**config.mk**
```make
export PLATFORM = sky130hd
export DESIGN_NAME = riscv_wb_arbiter_flat
export DESIGN_NICKNAME = d
export VERILOG_FILES = /design/src/rtl/riscv_param.sv /design/src/rtl/riscv_wb_arbiter_if.sv /design/src/rtl/riscv_rr_picker.sv /design/src/rtl/riscv_wb_arbiter.sv /design/src/flat_wrapper.sv
export SDC_FILE = /design/constraint.sdc
export NUM_CORES = 1
export LEC_CHECK = 0
export ABC_AREA = 1
export BUFFER_PORTS_ARGS = -buffer_cell sky130_fd_sc_hd__buf_2
export CORE_MARGIN = 4
export CORE_UTILIZATION = 50
export DETAILED_ROUTE_END_ITERATION = 16
export PLACE_DENSITY = 0.87
export REMOVE_ABC_BUFFERS = 1
export SKIP_CTS_REPAIR_TIMING = 1
export SLEW_MARGIN = 5
export SYNTH_ARGS = -nofsm -noshare
export SYNTH_HDL_FRONTEND = slang
export SYNTH_SLANG_ARGS = --single-unit
```
**constraint.sdc**
```tcl
create_clock -name i_register_clk -period 7.5 [get_ports i_register_clk]
set_input_delay 1.875 -clock i_register_clk [delete_from_list [all_inputs] [get_ports i_register_clk]]
set_output_delay 1.875 -clock i_register_clk [all_outputs]
set_load 0.02 [all_outputs]
```
**src/rtl/riscv_param.sv**
```systemverilog
// Shared constants and types for the write-back path.
// Register width, index width and the write-back FSM encoding.
package riscv_param;

  localparam int XLEN  = 32;
  localparam int REG_W = 5;
  localparam int SRC_W = 2;

  typedef enum logic {
    WB_IDLE  = 1'b0,
    WB_WRITE = 1'b1
  } wb_state_e;

endpackage

```
**src/rtl/riscv_wb_arbiter_if.sv**
```systemverilog
// Write-back bundle: requester handshakes plus the
// registered register-file write port.
interface riscv_wb_arbiter_if #(
  parameter int XLEN = riscv_param::XLEN,
  parameter int NREQ = 3
);
  import riscv_param::*;

  logic [NREQ-1:0]       i_req_valid;
  logic [NREQ*REG_W-1:0] i_req_rd;
  logic [NREQ*XLEN-1:0]  i_req_data;
  logic [NREQ-1:0]       o_req_ready;
  logic                  i_flush;
  logic                  o_wr_en;
  logic [REG_W-1:0]      o_wr_rd;
  logic [XLEN-1:0]       o_wr_data;
  logic [SRC_W-1:0]      o_wr_src;

  modport master (
    output i_req_valid,
    output i_req_rd,
    output i_req_data,
    output i_flush,
    input  o_req_ready,
    input  o_wr_en,
    input  o_wr_rd,
    input  o_wr_data,
    input  o_wr_src
  );

  modport slave (
    input  i_req_valid,
    input  i_req_rd,
    input  i_req_data,
    input  i_flush,
    output o_req_ready,
    output o_wr_en,
    output o_wr_rd,
    output o_wr_data,
    output o_wr_src
  );

endinterface

```
**src/rtl/riscv_rr_picker.sv**
```systemverilog
// Round-robin one-hot picker: first valid at or above ptr,
// wrapping modulo NREQ; nothing granted when disabled.
module riscv_rr_picker
  import riscv_param::*;
#(
  parameter int NREQ = 3
) (
  input  logic [NREQ-1:0]  valid,
  input  logic [SRC_W-1:0] ptr,
  input  logic             enable,
  output logic [NREQ-1:0]  grant
);

  logic             found;
  logic [SRC_W-1:0] idx;

  always_comb begin
    grant = '0;
    found = 1'b0;
    idx   = '0;
    if (enable) begin
      for (int k = 0; k < NREQ; k++) begin
        idx = SRC_W'((int'(ptr) + k) % NREQ);
        if (!found && valid[idx]) begin
          grant[idx] = 1'b1;
          found      = 1'b1;
        end
      end
    end
  end

endmodule

```
**src/rtl/riscv_wb_arbiter.sv**
```systemverilog
// Write-back arbiter: round-robin grant among requesters,
// one registered register-file write per cycle.
module riscv_wb_arbiter #(
  parameter int XLEN = riscv_param::XLEN,
  parameter int NREQ = 3
) (
  input  logic               i_register_clk,
  input  logic               i_register_rstn,
  riscv_wb_arbiter_if.slave  bus
);
  import riscv_param::*;

  logic [NREQ-1:0]  grant;
  logic             xfer;
  logic [SRC_W-1:0] ptr;
  logic [SRC_W-1:0] win;
  logic [SRC_W-1:0] ptr_nxt;
  logic [REG_W-1:0] sel_rd;
  logic [XLEN-1:0]  sel_data;
  wb_state_e        state;
  logic [REG_W-1:0] wr_rd;
  logic [XLEN-1:0]  wr_data;
  logic [SRC_W-1:0] wr_src;

  // Ready depends only on valid, flush and ptr.
  riscv_rr_picker #(
    .NREQ (NREQ)
  ) u_pick (
    .valid  (bus.i_req_valid),
    .ptr    (ptr),
    .enable (!bus.i_flush),
    .grant  (grant)
  );

  assign bus.o_req_ready = grant;
  assign xfer = |grant;

  always_comb begin
    win      = '0;
    sel_rd   = '0;
    sel_data = '0;
    for (int i = 0; i < NREQ; i++) begin
      if (grant[i]) begin
        win      = SRC_W'(i);
        sel_rd   = bus.i_req_rd[REG_W*i +: REG_W];
        sel_data = bus.i_req_data[XLEN*i +: XLEN];
      end
    end
    ptr_nxt = (win == SRC_W'(NREQ-1)) ? '0 : win + 1'b1;
  end

  // Writes to x0 are accepted but never reach the file.
  always_ff @(posedge i_register_clk or negedge i_register_rstn) begin
    if (!i_register_rstn) begin
      state   <= WB_IDLE;
      ptr     <= '0;
      wr_rd   <= '0;
      wr_data <= '0;
      wr_src  <= '0;
    end else begin
      state <= WB_IDLE;
      if (xfer) begin
        ptr <= ptr_nxt;
        if (sel_rd != '0) begin
          state   <= WB_WRITE;
          wr_rd   <= sel_rd;
          wr_data <= sel_data;
          wr_src  <= win;
        end
      end
    end
  end

  assign bus.o_wr_en   = (state == WB_WRITE);
  assign bus.o_wr_rd   = wr_rd;
  assign bus.o_wr_data = wr_data;
  assign bus.o_wr_src  = wr_src;

endmodule

```
**src/flat_wrapper.sv**
```systemverilog
// flat-port wrapper written by rule: the top's interface ports become plain ports
module riscv_wb_arbiter_flat import riscv_param::*;
#(
  parameter int XLEN = riscv_param::XLEN,
  parameter int NREQ = 3
)
  (i_register_clk, i_register_rstn, bus_i_req_valid, bus_i_req_rd, bus_i_req_data, bus_i_flush, bus_o_req_ready, bus_o_wr_en, bus_o_wr_rd, bus_o_wr_data, bus_o_wr_src);
  riscv_wb_arbiter_if #(.XLEN(XLEN), .NREQ(NREQ)) bus_i ();
  input  logic i_register_clk;
  input  logic i_register_rstn;
  input wire logic [$bits(bus_i.i_req_valid)-1:0] bus_i_req_valid;
  input wire logic [$bits(bus_i.i_req_rd)-1:0] bus_i_req_rd;
  input wire logic [$bits(bus_i.i_req_data)-1:0] bus_i_req_data;
  input wire logic [$bits(bus_i.i_flush)-1:0] bus_i_flush;
  output wire logic [$bits(bus_i.o_req_ready)-1:0] bus_o_req_ready;
  output wire logic [$bits(bus_i.o_wr_en)-1:0] bus_o_wr_en;
  output wire logic [$bits(bus_i.o_wr_rd)-1:0] bus_o_wr_rd;
  output wire logic [$bits(bus_i.o_wr_data)-1:0] bus_o_wr_data;
  output wire logic [$bits(bus_i.o_wr_src)-1:0] bus_o_wr_src;
  assign bus_i.i_req_valid = bus_i_req_valid;
  assign bus_i.i_req_rd = bus_i_req_rd;
  assign bus_i.i_req_data = bus_i_req_data;
  assign bus_i.i_flush = bus_i_flush;
  assign bus_o_req_ready = bus_i.o_req_ready;
  assign bus_o_wr_en = bus_i.o_wr_en;
  assign bus_o_wr_rd = bus_i.o_wr_rd;
  assign bus_o_wr_data = bus_i.o_wr_data;
  assign bus_o_wr_src = bus_i.o_wr_src;
  riscv_wb_arbiter #(.XLEN(XLEN), .NREQ(NREQ)) u_core (.i_register_clk(i_register_clk), .i_register_rstn(i_register_rstn), .bus(bus_i));
endmodule
```
==> out/metrics.csv <==
stage,metric,value,unit
logic_synthesis,synthesis.area,3090,µm²
min_path,min_path_type,reg -> reg,
power,swShare,57.6,%
drt,num_vias,3357,
placed_design,io_buffer_count,159,
timing,tightest_slew,0.944,ns
setup_path,crit_cells,9,
cells_and_area,seq_area,1050,µm²
logic_synthesis,syn_area_per_cell,7.47,µm²
grt,grtUsageMet3,3.23,%
power,p_leak,2.33,nW
setup_path,crit_type,in -> out,
floorplan,rows,28,
run,max-cap-violations,0,
drt,via_per_inst,5.32,
timing,hold_violations,0,
timing,slew_headroom,37.1,%
logic_synthesis,synthCells,413,
setup_path,cp_data_required_time,5.62,ns
drt,wl_per_cell,14.2,µm
power,vdd_drop_max,449,µV
logic_synthesis,synth_warnings,0,
cells_and_area,num_antenna_cells,0,
timing,slew_violations,0,
setup_path,crit_chain,"buf_2, inv_1, o21ai_1, nand2_2, nand3_1, nand3_2, nand2_4, inv_2, buf_2",
cells_and_area,syn_to_final_growth,26.4,%
setup_path,crit_buf_inv,4,
drt,initialDrtViolationCount,141,
setup_path,startpoint,bus_i_req_valid[2],
setup_path,cp_max_fo,38,
timing,rsz0062_at_grt,false,
setup_path,crit_path_start_kind,input pin,
clock_network,cts_tree,built,
drt,routed_wl,8.97,mm
outcome,status,"complete, no violations",
grt,grt_max_degree,43,
clock_network,htreeDepth,2,
setup_path,worstReg2RegStart,u_core.ptr[0]$_DFFE_PN0P_,
setup_path,slowest_stage,inv_2,
setup_path,max_stage_delay,0.58,ns
timing,finalCritPeriodShare,74.1,%
setup_path,cp-endpoint,bus_o_req_ready[2],
clock_network,cts_buffers,5,
cells_and_area,drive_gt1_share,39.6,%
setup_path,reg2reg_depth,17,
grt,use_met2,42.1,%
clock_network,clock-sinks,42,
grt,top_usage_layer,met2,
setup_path,rr_endpoint,u_core.bus.o_wr_data[31]$_DFFE_PN0P_,
grt,grt.overflow.total,0,
cells_and_area,final_common_cell,buf_2,
setup_path,end_kind,primary output,
power,p_seq_share,18.1,%
grt,grt_pass1_wl,14.3,mm
timing,fmax,180,MHz
floorplan,fp.dieW,86.6,µm
setup_path,crit_arrival,3.68,ns
floorplan,fp.dieH,86.6,µm
setup_path,cp_top_family,buffers and inverters,
clock_network,cts_buffer_depth,2,
logic_synthesis,ys_seq_area_share,34.0,%
logic_synthesis,synth.distinct_cells,30,
power,p_int,816,µW
floorplan,dieArea,7490,µm²
grt,use_met1,28.4,%
floorplan,boundaryPins,160,
grt,antenna_found_initial,0,
clock_network,cts.clk_slew.worst_paths,0.08,ns
cells_and_area,fillers,531,
power,power,1.93,mW
setup_path,cp_common_cell,buf_2,
timing,fin_crit,5.56,ns
power,p_sw,1.11,mW
timing,setup_viol,0,
power,p_per_area,494,nW/µm²
drt,final_antenna_net_count,0,
cells_and_area,nets,676,
power,power_frac_comb,73.9,%
grt,grt_usage,23.2,%
placed_design,gp_congestion,0.916,
timing,skew,0.0142,ns
floorplan,initial_utilization,51.8,%
cells_and_area,final_cell_mix,"buf_2, nand2_1, nand3_1, dfrtp_1, a21oi_1",
drt,detail_route.first_pass.iterations,4,
timing,fin_setup_tns,0,ns
power,p_clk_share,8.0,%
floorplan,core-area,5960,µm²
cells_and_area,multi_input_area,1780,µm²
clock_network,clockRootBuffer,clkbuf_8,
clock_network,clock_latency,0.30,ns
placed_design,dp_hpwl,6.64,mm
drt,drc,0,
setup_path,reg2reg_setup_slack,3.34,ns
grt,grt_pass1_vias,3234,
logic_synthesis,ys_ff_latch,42,
==> synth_stat cells (all sizes together) <==
cell type / instances / share of area, %
nand3b: 1 / 0.24
nand2: 144 / 19
o21bai: 34 / 10
nor3: 1 / 0.32
inv: 18 / 2.2
nand4: 4 / 0.81
buf: 22 / 5.6
o21ai: 4 / 0.65
a21oi: 34 / 5.6
ha: 4 / 1.6
clkbuf: 4 / 0.49
o31ai: 1 / 0.24
dfrtp: 42 / 34
nand3: 86 / 16
nor2: 14 / 3.1
==> cell families after synthesis <==
family / Yosys count / synth area share [%]
compound gates: 73 / 16.9
fa+ha+maj: 4 / 1.62
buf+inv: 44 / 8.27
flops: 42 / 34.0
simple gates: 250 / 39.2
==> worst min-delay path by stage <==
stage | slack (ns) | end | startpoint | cells after the start
final | 0.48 | u_core.bus.o_wr_rd[0]$_DFFE_PN0P_ | u_core.bus.o_wr_rd[0]$_DFFE_PN0P_ | 2
after global routing | 0.50 | u_core.bus.o_wr_rd[0]$_DFFE_PN0P_ | u_core.bus.o_wr_rd[0]$_DFFE_PN0P_ | 2
after CTS | 0.48 | u_core.bus.o_wr_rd[0]$_DFFE_PN0P_ | u_core.bus.o_wr_rd[0]$_DFFE_PN0P_ | 2
after detailed placement | 0.46 | u_core.bus.o_wr_rd[0]$_DFFE_PN0P_ | u_core.bus.o_wr_rd[0]$_DFFE_PN0P_ | 2
after global placement | 0.45 | u_core.bus.o_wr_rd[2]$_DFFE_PN0P_ | u_core.bus.o_wr_rd[2]$_DFFE_PN0P_ | 2
after floorplan | 0.56 | u_core.ptr[0]$_DFFE_PN0P_ | u_core.ptr[0]$_DFFE_PN0P_ | 2
==> cell type report <==
type / count / share of cell area [%]
multi-input cells: 327 / 45.7
flip-flops and latches: 42 / 26.9
repair buffers: 161 / 20.8
well taps: 75 / 2.41
clock buffers: 6 / 2.12
inverters: 18 / 1.73
clock inverters: 2 / 0.321
==> layer usage <==
layer,vias to the layer above,part of all wire (%)
met3,16,6.9
met5,-,0
met1,1534,40
met2,154,51
met4,0,1.7
li1,1653,-
==> through the flow <==
step / cells / instance area, µm² / util, % / hold WS, ns / setup slack, ns
6_report: 631 / 3900 / 65.5 / 0.479 / 1.94
5_1_grt: 631 / 3900 / 65.5 / 0.496 / 1.78
4_1_cts: 631 / 3900 / 65.5 / 0.476 / 1.97
3_5_place_dp: 623 / 3810 / 63.9 / 0.460 / 1.97
3_3_place_gp: 623 / 3810 / 63.9 / 0.452 / 2.07
2_1_floorplan: 387 / 2900 / - / 0.563 / 2.34
==> power groups by stage <==
stage | combinational, mW | sequential (mW) | clock (mW)
5_1_grt | 1.58 | 0.358 | 0.168
3_5_place_dp | 1.43 | 0.352 | 0
4_1_cts | 1.43 | 0.349 | 0.156
2_1_floorplan | 0.978 | 0.428 | 0
3_3_place_gp | 1.38 | 0.350 | 0
6_report | 1.42 | 0.349 | 0.154
==> worst register-to-register path: stages, from the launching register on <==
cell	delay [ns]
dfrtp_1	0.38
inv_1	0.08
ha_1	0.38
inv_2	0.13
nand2_1	0.06
nand3_1	0.06
nand2_1	0.10
nand3_1	0.12
nand3_2	0.10
nand2_4	0.34
inv_2	0.39
nand2_1	0.15
nand2_1	0.06
nor2_1	0.16
nand2_2	0.52
inv_2	0.78
nand3_1	0.18
nand2_1	0.11
==> registers in the layout, summed over array words and instances, names as in the netlist <==
register              flops
u_core.bus.o_wr_rd        5
u_core.bus.o_wr_data     32
u_core.ptr                2
u_core.bus.o_wr_en        1
u_core.bus.o_wr_src       2
Power figures use the tool's default switching activity.
